$ cat src/rtl/nonce_dispatcher.sv
// nonce_dispatcher: loads a 640-bit header and end nonce from the host, sweeps nonces through the miner, reports the first hit.
// SCAN_RESUME_EN: when defined, the sweep continues past an accepted result instead of returning to IDLE.
module nonce_dispatcher #(
  parameter int ATTEMPT_CYCLES = 198
) (
  input  logic         clock,
  input  logic         reset,
  input  logic         wr_valid,
  input  logic [31:0]  wr_data,
  output logic         wr_ready,
  input  logic         start,
  input  logic         abort,
  output logic [639:0] blockHeader,
  output logic [31:0]  nonce,
  output logic         minerReset,
  input  logic         hashSuccess,
  input  logic [255:0] satisfactoryHash,
  output logic         result_valid,
  input  logic         result_ready,
  output logic [31:0]  result_nonce,
  output logic [255:0] result_hash,
  output logic         busy,
  output logic         exhausted
);
  localparam int CW = $clog2(ATTEMPT_CYCLES + 1);
  typedef enum logic [2:0] {IDLE, KICK, WAIT, REPORT, EXHAUST} state_t;
  state_t state, state_nxt;
  logic [4:0] wcnt;
  logic [31:0] end_nonce;
  logic [CW-1:0] cnt;
  logic loaded, last, done, first, step, capture;
  assign loaded = wcnt == 5'd21;
  assign last = nonce == end_nonce;
  // the attempt ends on the cycle whose increment would reach ATTEMPT_CYCLES, giving exactly that many WAIT cycles
  assign done = cnt == CW'(ATTEMPT_CYCLES - 1);
  assign wr_ready = state == IDLE && !reset;
  assign minerReset = state == KICK;
  assign busy = state == KICK || state == WAIT;
  assign result_valid = state == REPORT;
  assign exhausted = state == EXHAUST;
  always_comb begin
    state_nxt = state;
    first = 1'b0;
    step = 1'b0;
    capture = 1'b0;
    if (abort) state_nxt = IDLE;
    else case (state)
      IDLE: if (start && loaded) begin
        state_nxt = KICK;
        first = 1'b1;
      end
      KICK: state_nxt = WAIT;
      WAIT: if (hashSuccess) begin
        state_nxt = REPORT;
        capture = 1'b1;
      end else if (done) begin
        state_nxt = last ? EXHAUST : KICK;
        step = !last;
      end
`ifdef SCAN_RESUME_EN
      REPORT: if (result_ready) begin
        state_nxt = last ? EXHAUST : KICK;
        step = !last;
      end
`else
      REPORT: if (result_ready) state_nxt = IDLE;
`endif
      EXHAUST: if (start) begin
        state_nxt = KICK;
        first = 1'b1;
      end
      default: state_nxt = IDLE;
    endcase
  end
  always_ff @(posedge clock) begin
    if (reset) begin
      state <= IDLE;
      wcnt <= '0;
      end_nonce <= '0;
      blockHeader <= '0;
      nonce <= '0;
      cnt <= '0;
      result_nonce <= '0;
      result_hash <= '0;
    end else begin
      state <= state_nxt;
      if (wr_valid && wr_ready) begin
        if (wcnt < 5'd20) blockHeader[10'd639 - {wcnt, 5'd0} -: 32] <= wr_data;
        else end_nonce <= wr_data;
        if (!loaded) wcnt <= wcnt + 5'd1;
      end
      if (first) nonce <= blockHeader[31:0];
      else if (step) nonce <= nonce + 32'd1;
      cnt <= state == KICK ? '0 : cnt + CW'(1);
      if (capture) begin
        result_nonce <= nonce;
        result_hash <= satisfactoryHash;
      end
    end
  end
endmodule

$ cat config.mk
export PLATFORM = sky130hd
export DESIGN_NAME = nonce_dispatcher
export DESIGN_NICKNAME = d
export VERILOG_FILES = /design/src/rtl/nonce_dispatcher.sv
export SDC_FILE = /design/constraint.sdc
export NUM_CORES = 2
export LEC_CHECK = 0
export CAP_MARGIN = 10
export CORE_AREA = 2 2 486 488
export DETAILED_ROUTE_END_ITERATION = 6
export DIE_AREA = 0 0 488 490
export HOLD_SLACK_MARGIN = 0.02
export SETUP_SLACK_MARGIN = 0.2
export SLEW_MARGIN = 10
export SYNTH_ARGS = -nofsm -noshare
export SYNTH_HDL_FRONTEND = slang
export SYNTH_SLANG_ARGS = --single-unit
$ cat constraint.sdc
create_clock -name clock -period 8.8 [get_ports clock]
set_input_delay 1.32 -clock clock [delete_from_list [all_inputs] [get_ports clock]]
set_output_delay 1.32 -clock clock [all_outputs]
set_load 0.05 [all_outputs]
==> metrics.md <==
| Metric | Value |
|---|---|
| Crit path launch type | `primary input` |
| 1st-iter DRT viols | `3530` |
| Syn nets | `5300` |
| Die H | `490 um` |
| CTS Root Cell | `clkbuf_16` |
| Unrepaired setup endpoints after global routing | `no` |
| Distinct cells, synth | `66` |
| Port buffer count | `1259` |
| Initial core utilization | `0.164` |
| Clock-pin slew on the worst setup and hold paths | `60 ps` |
| Total wire length | `239000 um` |
| Largest net degree at the start of global routing | `197` |
| Hold Path Class | `register to register` |
| Max-cap viol count | `0` |
| CTS buffer count | `115` |
| Row cnt | `178` |
| Num ports | `1260` |
| Yosys warning count | `0` |
| Sequential cell area | `0.0202 sq mm` |
| Multi-input logic area | `0.0165 sq mm` |
| Placed cells | `9048` |
| CP required | `7480 ps` |
| Worst Skew | `37.4 ps` |
| Post-route antenna net violation count | `0` |
| Post-synth EDFFs | `0` |
| Crit share post-route | `0.518` |
| Worst slew pin tran | `1260 ps` |
| Clk_lat worst skew | `800 ps` |
| Post-Route Setup TNS | `0 ps` |
| DIE WIDTH | `488 um` |
| Nets | `6323` |
| PostCTS Resize Cnt | `0` |
| CTS tree | `done` |
| Gp weighted congestion | `0.930` |
| Worst VDD drop | `0.000157 V` |
| Count of final setup violators | `0` |
| CP endpoint | `wr_ready` |
| Syn avg cell area | `7.68 sq um` |
| Final hold viol count | `0` |
| Fmax achieved | `219 MHz` |
| CP delay by family, top | `buffers and inverters` |
| Grt ovf | `0` |
| Post-synthesis sequential area ratio | `0.527` |
| Relative slew slack | `0.162` |
| Fin area | `0.0581 sq mm` |
| Final Max Tran Viols | `0` |
| Fin crit period | `4560 ps` |
| Initial antenna violation count | `86` |
| Mapped cell area | `0.0383 sq mm` |
| Cell depth of the worst setup path | `3` |
| Pwr dens | `179 mW/mm^2` |
| Crit Path Class | `primary input to primary output` |
| Crit end category | `primary output` |
| Vias/cell | `4.38` |
| Finished Layout Cells | `9301` |
| Worst path max stage delay | `1030 ps` |
| Fill cells | `25448` |
| Routed vias | `40750` |
| # hold bufs at CTS | `0` |
| Layout cell share with drive strength beyond 1 | `0.0519` |
| Setup ws final | `4240 ps` |
| Core Util, Final | `0.248` |
| Syn Inst Count | `4993` |
| Crit path buffers/inverters | `2` |
| Overall power | `10.4 mW` |
| First-pass GRT wire length | `319000 um` |
| # DRC | `0` |
| Placed cell areas | `0.0539 sq mm` |
| Reg2reg setup slack | `4610 ps` |
| Run status | `finished, final reports clean` |
| Post-placement setup slack | `4010 ps` |
| Core area | `0.234 sq mm` |
| Worst reg-to-reg path cell count | `10` |
| Critical path data arrival time | `3240 ps` |
| Max Buffers Root-to-Sink | `3` |
| FF-to-FF End | `blockHeader[250]` |
| Critical Path Fanout Max | `83` |
| Dominant synthesized flop cell | `dfxtp_1` |
| Worst r2r src | `wcnt[2]` |
| Sink Count | `1008` |
| P&R area growth vs syn | `51.5%` |
| Setup Buffers After CTS | `0` |
| Hold WS | `452 ps` |
| Number of global-route vias before repair | `38579` |
| Hpwl dp | `184000 um` |
| Fraction of registers with async set/reset | `0` |
| GRT Overall Usage | `0.190` |
| H-tree depth | `3` |
| Cell Chain, Critical Path | `buf_8 > nor4_4 > clkdlybuf4s50_1` |
| TritonRoute pass-1 iters | `7` |
| Worst Setup SP | `reset` |
| Leak Pwr | `18.5 nW` |
| Drt wl/cell | `25.7 um` |
| Seq cells post-synth | `1008` |
| Crit-path slowest cell | `clkdlybuf4s50_1` |
| Die ar. | `0.239 sq mm` |
-- routing by layer --
layer  vias to the layer above  track usage  share of wire
met2                      2038        0.326           0.49
met3                       465       0.0617          0.092
met5                         -            0        0.00032
li1                      18607            -              -
met4                         8       0.0986          0.054
met1                     19632        0.207           0.37
-- area by class of cell --
cell class	instances	area share
antenna	44	0.00190
clock buffer	155	0.0558
clock inverter	53	0.0139
inverter	14	0.000905
multi-input combinational	3540	0.284
sequential	1008	0.348
tap	3150	0.0679
timing repair buffer	1337	0.228
-- where the power goes --
part	internal [mW]	total, mW	switching, mW
Combinational	0.178	0.634	0.456
Clock	2.98	5.15	2.17
Sequential	4.57	4.59	0.0116
-- worst register-to-register path: stages, from the launching register on --
cell      delay, ps
dfxtp_4         390
inv_2            50
buf_4           550
ha_1            350
nor4bb_1        500
o2111a_4        530
buf_4           480
nand3_1         560
buf_4           440
nand2_1         120
a21oi_1          60
-- cells in the final DEF, fill, tap and decap left out, types with 29 or more instances in the layout --
master and count:
nand2_1 1695, clkdlybuf4s50_1 1258, dfxtp_1 1006, a21oi_1 943
nor2_1 272, nor3_1 159, clkbuf_16 115, buf_4 74
nand3_1 67, or3_1 53, nand4_1 49, diode_2 44
xnor2_1 41, mux2i_1 35, nor4_1 29
-- cells by family (layout without fill, tap and decap cells) --
kind of cell / after synthesis / in the layout / synth area share
simple gates: 2412 / 2412 / 0.262
flops: 1008 / 1008 / 0.527
other cells: 0 / 44 / 0
mux: 37 / 37 / 0.00973
fa+ha+maj: 12 / 12 / 0.00392
buf+inv: 445 / 1559 / 0.0461
compound gates: 1030 / 1030 / 0.141
xor+xnor: 49 / 49 / 0.0112
-- worst min path at each step --
stage	startpoint	endpoint	slack (ps)	cells after the start
after global placement	blockHeader[369]	blockHeader[369]	440	2
after global routing	blockHeader[386]	blockHeader[386]	470	2
after CTS	blockHeader[286]	blockHeader[286]	450	2
after detailed placement	blockHeader[286]	blockHeader[286]	440	2
after floorplan	cnt[0]	cnt[0]	450	1
final	blockHeader[286]	blockHeader[286]	450	2
-- sequential cells by signal, summed over array words and instances (netlist names) --
| name | cells |
|---|---|
| blockHeader | 640 |
| result_nonce | 32 |
| result_hash | 256 |
| wcnt | 5 |
| nonce | 32 |
| state | 3 |
| end_nonce | 32 |
| cnt | 8 |
-- synth_stat cells (all sizes together) (3+ instances only) --
| library cell | number | share of area |
|---|---|---|
| a31o | 3 | 0.00069 |
| ha | 12 | 0.0039 |
| and2 | 19 | 0.0031 |
| mux2i | 35 | 0.0091 |
| dfxtp | 1008 | 0.53 |
| nor3 | 159 | 0.021 |
| a22oi | 8 | 0.0016 |
| inv | 14 | 0.0014 |
| and3 | 23 | 0.0038 |
| xnor2 | 41 | 0.0094 |
| a22o | 4 | 0.00091 |
| a2bb2oi | 5 | 0.0011 |
| nor4 | 43 | 0.010 |
| xor2 | 8 | 0.0018 |
| clkbuf | 372 | 0.036 |
| and4 | 4 | 0.00091 |
| o21ai | 18 | 0.0024 |
| nand4 | 49 | 0.0080 |
| nand2 | 1707 | 0.17 |
| a31oi | 16 | 0.0026 |
| o31a | 3 | 0.00069 |
| or3 | 53 | 0.0087 |
| nand3 | 67 | 0.0087 |
| or4b | 3 | 0.00078 |
| a21oi | 945 | 0.12 |
| buf | 59 | 0.0083 |
| nor4b | 3 | 0.0010 |
| nor2 | 273 | 0.027 |
Power figures use the tool's default switching activity.
